==> src/rtl/stripe_buf_ctrl_pkg.sv <==
// Shared types and helpers for the stripe ping-pong controller.
package stripe_pkg;

  typedef enum logic [1:0] {
    EMPTY   = 2'd0,
    FILLING = 2'd1,
    FULL    = 2'd2,
    READING = 2'd3
  } buf_state_t;

  localparam int BLOCK_SIZE = 8;

  function automatic int stripe_depth(input int x_res, input int n, input int bs);
    return (x_res * bs) / n;
  endfunction

endpackage

==> src/rtl/stripe_buf_ctrl_blk_addr_gen.sv <==
// Block-order to raster address generator: walks elem/line/block counters and
// keeps the raster address with adders only.
module blk_addr_gen #(
  parameter int N          = 2,
  parameter int X_RES      = 2160,
  parameter int BLOCK_SIZE = 8,
  parameter int AW         = 14
) (
  input  logic          clk,
  input  logic          rst,
  input  logic          clear,
  input  logic          step,
  output logic [AW-1:0] addr,
  output logic          last
);

  localparam int EPB = BLOCK_SIZE / N;
  localparam int LB  = X_RES / N;
  localparam int EW  = (EPB > 1) ? $clog2(EPB) : 1;
  localparam int LW  = (BLOCK_SIZE > 1) ? $clog2(BLOCK_SIZE) : 1;

  logic [EW-1:0] elem_r, elem_b_s, elem_n_s;
  logic [LW-1:0] line_r, line_b_s, line_n_s;
  logic [AW-1:0] blk_base_r, blk_b_s, blk_n_s;
  logic [AW-1:0] row_base_r, row_b_s, row_n_s;

  // Next counter values; clear together with step lands on beat 1.
  always_comb begin
    elem_b_s = elem_r;
    line_b_s = line_r;
    blk_b_s  = blk_base_r;
    row_b_s  = row_base_r;
    if (clear) begin
      elem_b_s = '0;
      line_b_s = '0;
      blk_b_s  = '0;
      row_b_s  = '0;
    end else begin
      elem_b_s = elem_r;
    end
    elem_n_s = elem_b_s;
    line_n_s = line_b_s;
    blk_n_s  = blk_b_s;
    row_n_s  = row_b_s;
    if (step) begin
      if (elem_b_s != EW'(EPB - 1)) begin
        elem_n_s = elem_b_s + EW'(1);
      end else begin
        elem_n_s = '0;
        if (line_b_s != LW'(BLOCK_SIZE - 1)) begin
          line_n_s = line_b_s + LW'(1);
          row_n_s  = row_b_s + AW'(LB);
        end else begin
          line_n_s = '0;
          if (blk_b_s == AW'(LB - EPB)) begin
            blk_n_s = '0;
            row_n_s = '0;
          end else begin
            blk_n_s = blk_b_s + AW'(EPB);
            row_n_s = blk_b_s + AW'(EPB);
          end
        end
      end
    end else begin
      elem_n_s = elem_b_s;
    end
  end

  // Counter registers.
  always_ff @(posedge clk) begin
    if (rst) begin
      elem_r     <= '0;
      line_r     <= '0;
      blk_base_r <= '0;
      row_base_r <= '0;
    end else begin
      elem_r     <= elem_n_s;
      line_r     <= line_n_s;
      blk_base_r <= blk_n_s;
      row_base_r <= row_n_s;
    end
  end

  assign addr = row_base_r + AW'(elem_r);
  assign last = (elem_r == EW'(EPB - 1)) && (line_r == LW'(BLOCK_SIZE - 1)) &&
                (blk_base_r == AW'(LB - EPB));

endmodule

==> src/rtl/stripe_buf_ctrl.sv <==
// Ping-pong ownership and address controller for two 8-line stripe buffers
// sitting between the block decoder and the raster output.
module stripe_buf_ctrl #(
  parameter int  N          = 2,
  parameter int  X_RES      = 2160,
  parameter int  BLOCK_SIZE = 8,
  localparam int DEPTH      = stripe_pkg::stripe_depth(X_RES, N, BLOCK_SIZE),
  localparam int AW         = $clog2(DEPTH)
) (
  input  logic          clk,
  input  logic          rst,
  input  logic          wr_valid,
  input  logic          wr_sof,
  output logic          wr_ready,
  output logic [1:0]    wr_en,
  output logic [AW-1:0] wr_addr,
  output logic          rd_avail,
  input  logic          rd_start,
  input  logic          rd_en,
  output logic          rd_sel,
  output logic [AW-1:0] rd_addr,
  output logic          rd_sof,
  output logic          rd_done,
  output logic          err_ovf,
  output logic          err_udf,
  output logic          err_resync
);

  import stripe_pkg::*;

  localparam logic [AW-1:0] LAST_ADDR = AW'(DEPTH - 1);

  buf_state_t    buf_state_r [2];
  buf_state_t    buf_state_n [2];
  logic [1:0]    buf_sof_r, buf_sof_n;
  logic          wr_buf_r, wr_buf_n;
  logic          synced_r, synced_n;
  logic          cur_sof_r, cur_sof_n;
  logic          rd_next_r, rd_next_n;
  logic          rd_sel_r, rd_sel_n;
  logic [AW-1:0] rd_addr_r, rd_addr_n;
  logic          rd_sof_r, rd_sof_n;

  logic          wr_ready_r, wr_ready_n;
  logic [1:0]    wr_en_r, wr_en_n;
  logic [AW-1:0] wr_addr_r, wr_addr_n;
  logic          rd_avail_r, rd_avail_n;
  logic          rd_done_r, rd_done_n;
  logic          err_ovf_r, err_ovf_n;
  logic          err_udf_r, err_udf_n;
  logic          err_resync_r, err_resync_n;

  logic [AW-1:0] gen_addr_s;
  logic          gen_last_s;
  logic          accept_s, mid_s, write_s, restart_s, beat0_s, complete_s;
  logic          reading_s, rd_step_s, rd_last_s, start_ok_s;

  blk_addr_gen #(
    .N          (N),
    .X_RES      (X_RES),
    .BLOCK_SIZE (BLOCK_SIZE),
    .AW         (AW)
  ) u_addr_gen (
    .clk   (clk),
    .rst   (rst),
    .clear (restart_s),
    .step  (write_s),
    .addr  (gen_addr_s),
    .last  (gen_last_s)
  );

  // Beats before the first sof are accepted but never written.
  assign accept_s   = wr_valid & wr_ready_r;
  assign mid_s      = (gen_addr_s != '0);
  assign write_s    = accept_s & (synced_r | wr_sof);
  assign restart_s  = write_s & synced_r & wr_sof & mid_s;
  assign beat0_s    = write_s & (restart_s | ~mid_s);
  assign complete_s = write_s & ~restart_s & gen_last_s;
  assign reading_s  = (buf_state_r[rd_sel_r] == READING);
  assign rd_step_s  = rd_en & reading_s;
  assign rd_last_s  = rd_step_s & (rd_addr_r == LAST_ADDR);
  assign start_ok_s = rd_start & rd_avail_r;

  // State register.
  always_ff @(posedge clk) begin
    if (rst) begin
      buf_state_r[0] <= EMPTY;
      buf_state_r[1] <= EMPTY;
      buf_sof_r      <= 2'b00;
      wr_buf_r       <= 1'b0;
      synced_r       <= 1'b0;
      cur_sof_r      <= 1'b0;
      rd_next_r      <= 1'b0;
      rd_sel_r       <= 1'b0;
      rd_addr_r      <= '0;
      rd_sof_r       <= 1'b0;
    end else begin
      buf_state_r[0] <= buf_state_n[0];
      buf_state_r[1] <= buf_state_n[1];
      buf_sof_r      <= buf_sof_n;
      wr_buf_r       <= wr_buf_n;
      synced_r       <= synced_n;
      cur_sof_r      <= cur_sof_n;
      rd_next_r      <= rd_next_n;
      rd_sel_r       <= rd_sel_n;
      rd_addr_r      <= rd_addr_n;
      rd_sof_r       <= rd_sof_n;
    end
  end

  // Next state; fill and drain always target different buffers.
  always_comb begin
    buf_state_n = buf_state_r;
    buf_sof_n   = buf_sof_r;
    wr_buf_n    = wr_buf_r;
    synced_n    = synced_r;
    cur_sof_n   = cur_sof_r;
    rd_next_n   = rd_next_r;
    rd_sel_n    = rd_sel_r;
    rd_addr_n   = rd_addr_r;
    rd_sof_n    = rd_sof_r;

    if (write_s) begin
      synced_n = 1'b1;
      if (beat0_s) begin
        cur_sof_n = wr_sof;
      end else begin
        cur_sof_n = cur_sof_r;
      end
      if (complete_s) begin
        buf_state_n[wr_buf_r] = FULL;
        buf_sof_n[wr_buf_r]   = cur_sof_r;
        wr_buf_n              = ~wr_buf_r;
      end else begin
        buf_state_n[wr_buf_r] = FILLING;
      end
    end else begin
      synced_n = synced_r;
    end

    if (rd_last_s) begin
      buf_state_n[rd_sel_r] = EMPTY;
      rd_addr_n             = '0;
      rd_sof_n              = 1'b0;
    end else if (rd_step_s) begin
      rd_addr_n = rd_addr_r + AW'(1);
    end else if (start_ok_s) begin
      buf_state_n[rd_next_r] = READING;
      rd_sel_n               = rd_next_r;
      rd_next_n              = ~rd_next_r;
      rd_addr_n              = '0;
      rd_sof_n               = buf_sof_r[rd_next_r];
    end else begin
      rd_addr_n = rd_addr_r;
    end
  end

  // Output decode from the next state so registered flags line up with it.
  always_comb begin
    wr_ready_n   = (buf_state_n[wr_buf_n] == EMPTY) || (buf_state_n[wr_buf_n] == FILLING);
    rd_avail_n   = (buf_state_n[rd_next_n] == FULL) &&
                   (buf_state_n[0] != READING) && (buf_state_n[1] != READING);
    wr_en_n      = 2'b00;
    wr_addr_n    = wr_addr_r;
    if (write_s) begin
      wr_en_n   = wr_buf_r ? 2'b10 : 2'b01;
      wr_addr_n = restart_s ? '0 : gen_addr_s;
    end else begin
      wr_en_n = 2'b00;
    end
    rd_done_n    = rd_last_s;
    err_ovf_n    = wr_valid & ~wr_ready_r & synced_r;
    err_udf_n    = (rd_start & ~rd_avail_r) | (rd_en & ~reading_s);
    err_resync_n = restart_s;
  end

  // Output registers.
  always_ff @(posedge clk) begin
    if (rst) begin
      wr_ready_r   <= 1'b1;
      wr_en_r      <= 2'b00;
      wr_addr_r    <= '0;
      rd_avail_r   <= 1'b0;
      rd_done_r    <= 1'b0;
      err_ovf_r    <= 1'b0;
      err_udf_r    <= 1'b0;
      err_resync_r <= 1'b0;
    end else begin
      wr_ready_r   <= wr_ready_n;
      wr_en_r      <= wr_en_n;
      wr_addr_r    <= wr_addr_n;
      rd_avail_r   <= rd_avail_n;
      rd_done_r    <= rd_done_n;
      err_ovf_r    <= err_ovf_n;
      err_udf_r    <= err_udf_n;
      err_resync_r <= err_resync_n;
    end
  end

  assign wr_ready   = wr_ready_r;
  assign wr_en      = wr_en_r;
  assign wr_addr    = wr_addr_r;
  assign rd_avail   = rd_avail_r;
  assign rd_sel     = rd_sel_r;
  assign rd_addr    = rd_addr_r;
  assign rd_sof     = rd_sof_r;
  assign rd_done    = rd_done_r;
  assign err_ovf    = err_ovf_r;
  assign err_udf    = err_udf_r;
  assign err_resync = err_resync_r;

endmodule

==> config.mk <==
export PLATFORM = sky130hd
export DESIGN_NAME = stripe_buf_ctrl
export DESIGN_NICKNAME = d
export VERILOG_FILES = /design/src/rtl/stripe_buf_ctrl_pkg.sv /design/src/rtl/stripe_buf_ctrl_blk_addr_gen.sv /design/src/rtl/stripe_buf_ctrl.sv
export SDC_FILE = /design/constraint.sdc
export NUM_CORES = 1
export LEC_CHECK = 0
export ABC_AREA = 1
export CORE_MARGIN = 2
export CORE_UTILIZATION = 50
export DETAILED_ROUTE_END_ITERATION = 10
export PLACE_DENSITY_LB_ADDON = 0.25
export SLEW_MARGIN = 15
export SYNTH_ARGS = -nofsm -noshare
export SYNTH_HDL_FRONTEND = slang
export SYNTH_SLANG_ARGS = --single-unit
==> constraint.sdc <==
create_clock -name clk -period 8.35 [get_ports clk]
set_input_delay 0.835 -clock clk [delete_from_list [all_inputs] [get_ports clk]]
set_output_delay 0.835 -clock clk [all_outputs]
set_load 0.03 [all_outputs]
==> results of run 1 <==
[worst paths after layout]
check,start,end,slack [ns]
setup / recovery,u_addr_gen.elem_r[0],u_addr_gen.row_base_r[5],3.24
hold / removal,wr_ready,err_ovf,0.45
setup reg to reg,u_addr_gen.elem_r[0],u_addr_gen.row_base_r[5],3.24
hold reg to reg,wr_ready,err_ovf,0.45
[through the flow]
stage	util (%)	std cells
6_report	58.8	804
5_1_grt	58.8	804
4_1_cts	58.8	804
3_5_place_dp	56.5	788
3_3_place_gp	56.5	788
2_1_floorplan	-	655
[final cells by class]
class                           count  area share (%)
Inverter                           89            6.61
Tap cell                          108            2.67
Clock buffer                       10            2.72
Multi-Input combinational cell    466            46.0
Clock inverter                      6            1.29
Sequential cell                    81            32.1
Timing Repair Buffer               44            8.67
[placed cells by master (no fill, tap or decap), types with 2 or more instances in the layout]
master,netlist,layout
clkbuf_8,0,10
a211oi_1,3,3
inv_1,88,88
nor2_1,78,78
ha_1,9,9
nand3b_1,4,4
nand3_1,61,61
a22o_1,2,2
nor4_1,6,6
o21ai_0,35,35
nor2_2,8,8
clkinv_2,0,2
a32o_1,7,7
a31oi_1,3,3
nor3_1,6,6
or2_2,3,3
dfxtp_1,81,81
o22ai_1,2,2
a21oi_1,48,48
xor2_1,3,3
nand2_1,150,150
nand2_2,2,2
clkdlybuf4s50_1,0,43
nand4_1,17,17
a22oi_1,2,2
nor2_4,3,3
[metal layers]
| layer | vias to the layer above | part of all wire, % | track usage, % |
|---|---|---|---|
| met5 | - | 0 | 0 |
| met3 | 18 | 5.8 | 3.24 |
| met2 | 133 | 45 | 37.4 |
| met1 | 2090 | 47 | 33.9 |
| met4 | 0 | 2.2 | 10.5 |
| li1 | 2230 | - | - |
[sequential cells by signal (all words and copies together) (netlist names), 3 cells and up]
signal,count
buf_state_r,4
u_addr_gen.line_r,3
u_addr_gen.blk_base_r,14
wr_addr,14
rd_addr,14
u_addr_gen.row_base_r,14
[where the power goes]
group          switching [mW]  internal, mW
Combinational          0.0266        0.0112
Sequential            0.00239         0.390
Clock                   0.150         0.147
[cells in the mapped netlist (2+ instances only)]
| cell type | count | area, um2 |
|---|---|---|
| xor2_1 | 3 | 26.3 |
| nor2_1 | 78 | 293 |
| nand2_1 | 150 | 563 |
| nand4_1 | 17 | 106 |
| a22oi_1 | 2 | 15.0 |
| nor2_4 | 3 | 33.8 |
| o21ai_0 | 35 | 175 |
| inv_1 | 88 | 330 |
| nand3_1 | 61 | 305 |
| a22o_1 | 2 | 17.5 |
| ha_1 | 9 | 113 |
| a31oi_1 | 3 | 18.8 |
| a32o_1 | 7 | 70.1 |
| buf_1 | 2 | 7.51 |
| nor3_1 | 6 | 30.0 |
| nor4_1 | 6 | 37.5 |
| buf_2 | 5 | 25.0 |
| or2_2 | 3 | 18.8 |
| dfxtp_1 | 81 | 1620 |
| nor2_2 | 8 | 50.1 |
| buf_6 | 2 | 22.5 |
| buf_4 | 2 | 15.0 |
| a21oi_1 | 48 | 240 |
| nand3b_1 | 4 | 30.0 |
| clkbuf_1 | 8 | 30.0 |
| nand2_2 | 2 | 12.5 |
| o22ai_1 | 2 | 12.5 |
| a211oi_1 | 3 | 22.5 |
[cell families after synthesis]
group,after synthesis,share of synthesized area (%)
compound gates,114,15.3
buf+inv,108,9.92
simple gates,339,34.1
xor+xnor,3,0.600
flops,81,37.0
fa+ha+maj,10,3.03
[worst max-delay path, cell delays in order (launching register included)]
cell and delay (ns):
dfxtp_1 0.34, ha_1 0.22, fa_1 0.42, nand3_1 0.13
nor2_1 0.08, nand2_1 0.06, nand2_1 0.07, nor2_1 0.11
nand3_1 0.07, nor2_1 0.12, nand2_2 0.09, nand2_4 0.35
inv_2 0.27, nor2_1 0.24, ha_1 0.18, inv_1 0.07
nor2_2 0.68, inv_1 0.32, nor2_1 0.28, inv_1 0.30
nor2_4 0.31, o311ai_1 0.16, a21oi_1 0.15
==> summary.txt, run 1 <==
Status
  • Status: complete, no violations

Pwr
  • Worst vdd ir: between 80 and 90 uV
  • Tot Pwr: between 0.7 and 0.8 mW
  • P per Cell Area: ~140 nW/um2
  • Static Leakage: around 2.0 nW

Route
  • DRC viols: 0
  • Routed vias: 4471
  • Detailed Routing Iterations Pass 1: 5
  • Routed WL: approximately 11 mm
  • Post-DR vias/cell: approximately 5.6
  • Drt initial violations: ~360
  • Routed Antenna Nets: 0
  • WL per Instance: approximately 14 um

Placement
  • IO Port Bufs: 43
  • GPL Wtd Cong: ~0.94
  • Pre-CTS setup slack: 3.33 ns
  • Area of placed instances: between 4000 and 5000 um2
  • Detail Placement HPWL: approximately 8.4 mm

Run
  • Max-Cap Viols: 0

Timing
  • Setup-failing EPs final: 0
  • Worst slew margin: 35.5%
  • Unrepaired setup endpoints after global routing: false
  • Tightest Pin Transition: a little under 1 ns
  • Final Skew: around 0.015 ns
  • Endpoints failing hold: 0
  • Post-route setup TNS: 0 ns
  • WHS: about 0.45 ns
  • Fmax: around 0.20 GHz
  • Part of the cycle the worst path needs: between 60% and 70%
  • Final slew viol count: 0
  • Setup ws final: roughly 3.2 ns
  • Minimum clock period: 5.11 ns

Final layout
  • Fin area: ~5000 um2
  • Share of cells above drive strength 1: 5.46%
  • Register Area: about 1600 um2
  • Area delta synth->final: 15.4%
  • Area of the multi-input gates: about 2300 um2
  • Antenna cells: 0
  • Final #Nets: 707
  • Fillers: 822

Yosys
  • Avg Cell Area, Syn: roughly 6.7 um2
  • Number of synthesized flops with an enable pin: 0
  • Syn Inst Count: roughly 660
  • Post-synth ARST share: 0%
  • Synth unique cells: 43
  • Flop and latch count out of synthesis: 81
  • Synth warnings: 0
  • Post-Syn Area: 4380 um2
  • Syn nets: 671
  • Seq/Total Area, Yosys: a little under two fifths
  • Most frequently used flop master after synthesis: dfxtp_1

Worst setup path
  • Setup CP Type: reg2reg
  • R2R depth: 22
  • Startpoint Class: flop
  • CP Max Fanout: 42
  • CP arrival: 5.39 ns
  • Crit end category: flop
  • WP data required: 8.64 ns

CTS
  • Clock Path Buffers: 2
  • CTS tree: yes
  • Post-CTS Hold Buffers: 0
  • Post-CTS setup buffers: 0
  • Clk Latency, worst-skew pair: 0.36 ns
  • Clock transition at path regs: roughly 0.08 ns
  • Clock Tree Root: clkbuf_8
  • Post-CTS sizing: 0
  • Num CTS Buffers: 9
  • CTS sink cnt: between 80 and 90
  • Htree depth: 3

Worst hold path
  • Min-Delay Path Class: reg2reg
  • Hold Crit Depth: 1

Floorplanning
  • FP Rows: 34
  • # IOs: 44
  • Die ar.: between 9000 and 10000 um2
  • Initial Utilization: 50.9%
  • Core region area: approximately 8600 um2
  • Die height: slightly below 100 um
  • Die X: roughly 98 um

Global routing
  • GRT Overall Usage: 24.2%
  • Pin count of the biggest net entering global routing: 43
  • Antenna violations before repair: 0
  • First-pass GRT wire length: ~19 mm
  • Vias in the first global route: 3980
  • GR Overflow Total: 0
Note: power is estimated with default switching activity, not from simulation.
==> run 2, diff against run 1 <==
clock period = 4.5 ns   (was 8.35 ns; I/O delays follow)
==> summary.txt, run 2 (synthesis results as in run 1) <==
Timing
  • Final Skew: about 0.013 ns
  • Part of the cycle the worst path needs: about 85%
  • Tightest Pin Transition: between 0.9 and 1 ns
  • Unrepaired setup endpoints after global routing: false
  • Fmax: between 0.2 and 0.3 GHz
  • Worst slew margin: roughly a third
  • Final slew viol count: 0
  • Minimum clock period: around 3.8 ns
  • Setup-failing EPs final: 0
  • Post-route setup TNS: 0 ns
  • Endpoints failing hold: 0

Worst hold path
  • Min-Delay Path Class: reg2reg
  • Hold Crit Depth: 1

Pwr
  • P per Cell Area: between 200 and 300 nW/um2
  • Worst vdd ir: about 170 uV
  • Psw: 0.336 mW
  • Sequential share of power: 52.2%
  • Internal: roughly 1.1 mW
  • Static Leakage: between 1.5 and 2 nW
  • Gate power share: under 10%
  • Tot Pwr: roughly 1.4 mW
  • Part of the power in the clock network: between 40% and 50%
  • Sw Share: between 20% and 30%

Route
  • Post-DR vias/cell: 5.57
  • Routed vias: between 4k and 5k
  • Drt initial violations: 372
  • Routed Antenna Nets: 0
  • DRC viols: 0
  • Detailed Routing Iterations Pass 1: 7
  • Routed WL: about 12 mm
  • WL per Instance: approximately 14 um

Worst setup path
  • Setup CP Type: reg2reg
  • CP arrival: about 4.1 ns
  • R2R depth: 21
  • WP data required: around 4.8 ns
  • Startpoint Class: flop
  • CP Max Fanout: 18
  • Crit end category: flop

Floorplanning
  • FP Rows: 34
  • Die ar.: 9520 um2
  • Initial Utilization: about half
  • Die X: 97.6 um
  • Core region area: approximately 8600 um2
  • Die height: about 98 um
  • # IOs: 44

Final layout
  • Commonest non-fill, non-tap cell in the layout: nand2_1
  • Final std cells w/o fill: a little over 800
  • Area delta synth->final: 16.3%
  • Share of cells above drive strength 1: about 5.7%
  • Final #Nets: ~700
  • Most frequent cells in the layout: nand2_1 (150), inv_1 (88), dfxtp_1 (81)
  • Finished Core Util: about three fifths
  • Fin area: between 5000 and 6000 um2
  • Antenna cells: 0

CTS
  • Clock Tree Root: clkbuf_8
  • Clock Path Buffers: 2
  • Htree depth: 3
  • Post-CTS Hold Buffers: 0
  • Post-CTS setup buffers: 0
  • CTS tree: yes
  • Clock transition at path regs: ~0.09 ns
  • Clk Latency, worst-skew pair: around 0.36 ns
  • Post-CTS sizing: 0
  • CTS sink cnt: slightly above 80
  • Num CTS Buffers: 9

Placement
  • IO Port Bufs: 43
  • Area of placed instances: 4870 um2
  • GPL Wtd Cong: ~0.90
  • Detail Placement HPWL: 8.41 mm
  • Placed cell count: approximately 790

Global routing
  • GRT Overall Usage: ~24%
  • First-pass GRT wire length: ~19 mm
  • Pin count of the biggest net entering global routing: between 40 and 50
  • GR Overflow Total: 0
  • Antenna violations before repair: 0
  • Vias in the first global route: between 3k and 4k

Run
  • Max-Cap Viols: 0

Status
  • Status: complete, no violations
run 2: cell types whose count changed in the layout (fill, tap and decap cells not counted):
cell / change
bufinv_16: +1
clkinv_4: +1
clkinv_2: -2
buf_4: +3
inv_6: -1
clkbuf_1: +1
clkinvlp_4: +1
clkbuf_8: -1
run 2: layout make-up:
type / count / area [um2]
fillers: 806 / 3500
multi-input cells: 466 / 2320
flip-flops and latches: 81 / 1620
repair buffers: 47 / 460
inverters: 89 / 334
well taps: 108 / 135
clock buffers: 10 / 128
clock inverters: 6 / 92.6
run 2: path summary, 6_finish.rpt:
check / from / end / slack, ns
setup / recovery: u_addr_gen.elem_r[0] / u_addr_gen.blk_base_r[5] / 0.65
hold / removal: wr_addr[4] / wr_addr[4] / 0.46
setup reg to reg: u_addr_gen.elem_r[0] / u_addr_gen.blk_base_r[5] / 0.65
hold reg to reg: wr_addr[4] / wr_addr[4] / 0.46
run 2: through the flow:
step	worst slack, ns	hold WS [ns]
floorplan	1.09	0.424
global placement	0.872	0.435
detailed placement	0.706	0.443
CTS	0.694	0.461
global route	0.249	0.483
finish	0.654	0.459
run 2: worst max-delay path: stages (launching register included):
cell	delay (ns)
dfxtp_1	0.34
ha_1	0.22
fa_1	0.43
nand3_1	0.14
nor2_1	0.08
nand2_1	0.06
nand2_1	0.07
nor2_1	0.11
nand3_1	0.07
nor2_1	0.12
nand2_2	0.08
nand2_4	0.06
inv_2	0.14
nor2_1	0.21
ha_1	0.18
ha_1	0.32
inv_1	0.20
nor2_1	0.25
inv_1	0.13
nor2_4	0.23
o311ai_1	0.15
a21oi_1	0.14
run 2: power groups by stage:
stage	clock, mW	sequential (mW)	combinational [mW]
after floorplan	0	0.747	0.0432
after detailed placement	0	0.744	0.0681
final	0.598	0.727	0.0691
after global routing	0.635	0.728	0.0765
after CTS	0.606	0.727	0.0687
after global placement	0	0.744	0.0682
run 2: per-layer routing:
layer,global-route usage [%],wire length (um),vias up
met5,0,0,-
met4,7.91,182,0
met3,3.60,912,16
met2,37.1,5000,181
met1,34.8,5410,2061
li1,-,-,2240
==> run 3, diff against run 2 <==
PLACE_DENSITY = 0.78   (was not set)
PLACE_DENSITY_LB_ADDON = not set   (was 0.25)
==> summary.txt, run 3 (synthesis results as in run 1) <==
Status
  • Status: complete, no violations

Global routing
  • GR Util met1: 33.0%
  • First-pass GRT wire length: 18.9 mm
  • Met2 usage: between 30% and 40%
  • M3 GR Usage: 5.40%
  • Antenna violations before repair: 0
  • GRT Overall Usage: a little under a quarter
  • GRT busiest layer: met2
  • Vias in the first global route: 4045
  • Pin count of the biggest net entering global routing: 42
  • GR Overflow Total: 0

Timing
  • WHS: approximately 0.44 ns
  • Final slew viol count: 0
  • Endpoints failing hold: 0
  • Setup-failing EPs final: 0
  • Tightest Pin Transition: about 0.94 ns
  • Fmax: ~0.26 GHz
  • Worst slew margin: between 30 and 40%
  • Unrepaired setup endpoints after global routing: false
  • Post-route setup TNS: 0 ns
  • Final Skew: about 0.014 ns
  • Minimum clock period: 3.87 ns
  • Part of the cycle the worst path needs: a little under nine tenths
  • Setup ws final: roughly 0.63 ns

Placement
  • GPL Wtd Cong: ~0.91
  • Pre-CTS setup slack: 0.714 ns
  • Detail Placement HPWL: roughly 8.2 mm
  • IO Port Bufs: between 40 and 50
  • Area of placed instances: 4870 um2

Pwr
  • P per Cell Area: ~270 nW/um2
  • Worst vdd ir: approximately 150 uV
  • Static Leakage: around 2 nW

Final layout
  • Finished Core Util: just under 60%
  • Most frequent cells in the layout: nand2_1 (150), inv_1 (88), dfxtp_1 (81)
  • Register Area: roughly 1600 um2
  • Final #Nets: 710
  • Area of the multi-input gates: between 2000 and 2500 um2
  • Antenna cells: 0
  • Share of cells above drive strength 1: about 5.7%
  • Commonest non-fill, non-tap cell in the layout: nand2_1
  • Fillers: 795
  • Area delta synth->final: 16.3%
  • Fin area: slightly above 5000 um2

Worst hold path
  • Hold Crit Depth: 1
  • Min-Delay Path Class: reg2reg
  • HP Start: wr_ready

CTS
  • Clk Latency, worst-skew pair: ~0.36 ns
  • Clock Tree Root: clkbuf_8
  • Post-CTS setup buffers: 0
  • CTS tree: yes
  • Post-CTS sizing: 0
  • Clock transition at path regs: 0.08 ns
  • Clock Path Buffers: 2
  • Num CTS Buffers: 9
  • Htree depth: 3
  • Post-CTS Hold Buffers: 0
  • CTS sink cnt: roughly 80

Route
  • WL per Instance: roughly 14 um
  • DRC viols: 0
  • Routed vias: roughly 4.5k
  • Drt initial violations: about 350
  • Routed WL: between 10 and 15 mm
  • Routed Antenna Nets: 0
  • Detailed Routing Iterations Pass 1: 5
  • Post-DR vias/cell: around 5.6

Worst setup path
  • FF-to-FF Start: u_addr_gen.elem_r[0]
  • CP Max Fanout: 18
  • Crit end category: flop
  • CP arrival: around 4.1 ns
  • CP startpoint: u_addr_gen.elem_r[0]
  • Setup CP Type: reg2reg
  • R2R depth: 21
  • Startpoint Class: flop
  • WP data required: around 4.8 ns

Floorplanning
  • Die ar.: ~9500 um2
  • # IOs: between 40 and 50
  • Die X: 97.6 um
  • Initial Utilization: about half
  • Core region area: roughly 8600 um2
  • FP Rows: 34
  • Die height: between 90 and 100 um

Run
  • Max-Cap Viols: 0
run 3: final timing paths:
check	to	slack, ns
max	u_addr_gen.row_base_r[2]	0.63
min	err_ovf	0.44
max reg2reg	u_addr_gen.row_base_r[2]	0.63
min reg2reg	err_ovf	0.44
run 3: critical path: stages (launching register included):
cell	delay (ns)
dfxtp_1	0.34
ha_1	0.22
fa_1	0.44
nand3_1	0.13
nor2_1	0.08
nand2_1	0.06
nand2_1	0.07
nor2_1	0.12
nand3_1	0.08
nor2_1	0.12
nand2_2	0.09
nand2_4	0.07
inv_2	0.15
nor2_1	0.22
ha_1	0.19
ha_1	0.31
inv_1	0.19
nor2_1	0.25
inv_1	0.13
nor2_4	0.22
o21ai_0	0.17
a21oi_1	0.15
run 3: routing by layer:
| layer | vias up | share of wire (%) |
|---|---|---|
| li1 | 2233 | - |
| met3 | 18 | 7.9 |
| met5 | - | 0 |
| met1 | 2081 | 46 |
| met2 | 173 | 45 |
| met4 | 0 | 1.4 |
run 3: per-stage QoR:
stage	total power [mW]	std cells
after floorplan	0.790	655
after global placement	0.811	791
after detailed placement	0.812	791
after CTS	1.40	807
after global routing	1.44	807
final	1.39	807
run 3: cell type report:
cell class | count | share of cell area [%]
Clock inverter | 6 | 1.77
Tap cell | 108 | 2.65
Timing Repair Buffer | 47 | 9.04
Multi-Input combinational cell | 466 | 45.6
Clock buffer | 10 | 2.51
Sequential cell | 81 | 31.9
Inverter | 89 | 6.56
run 3: power breakdown:
group	switching [mW]	total [mW]	internal (mW)	leakage, nW
Clock	0.280	0.596	0.316	0.107
Combinational	0.0485	0.0694	0.0209	1.23
Sequential	0.00484	0.728	0.723	0.654
Total	0.333	1.39	1.06	2.00
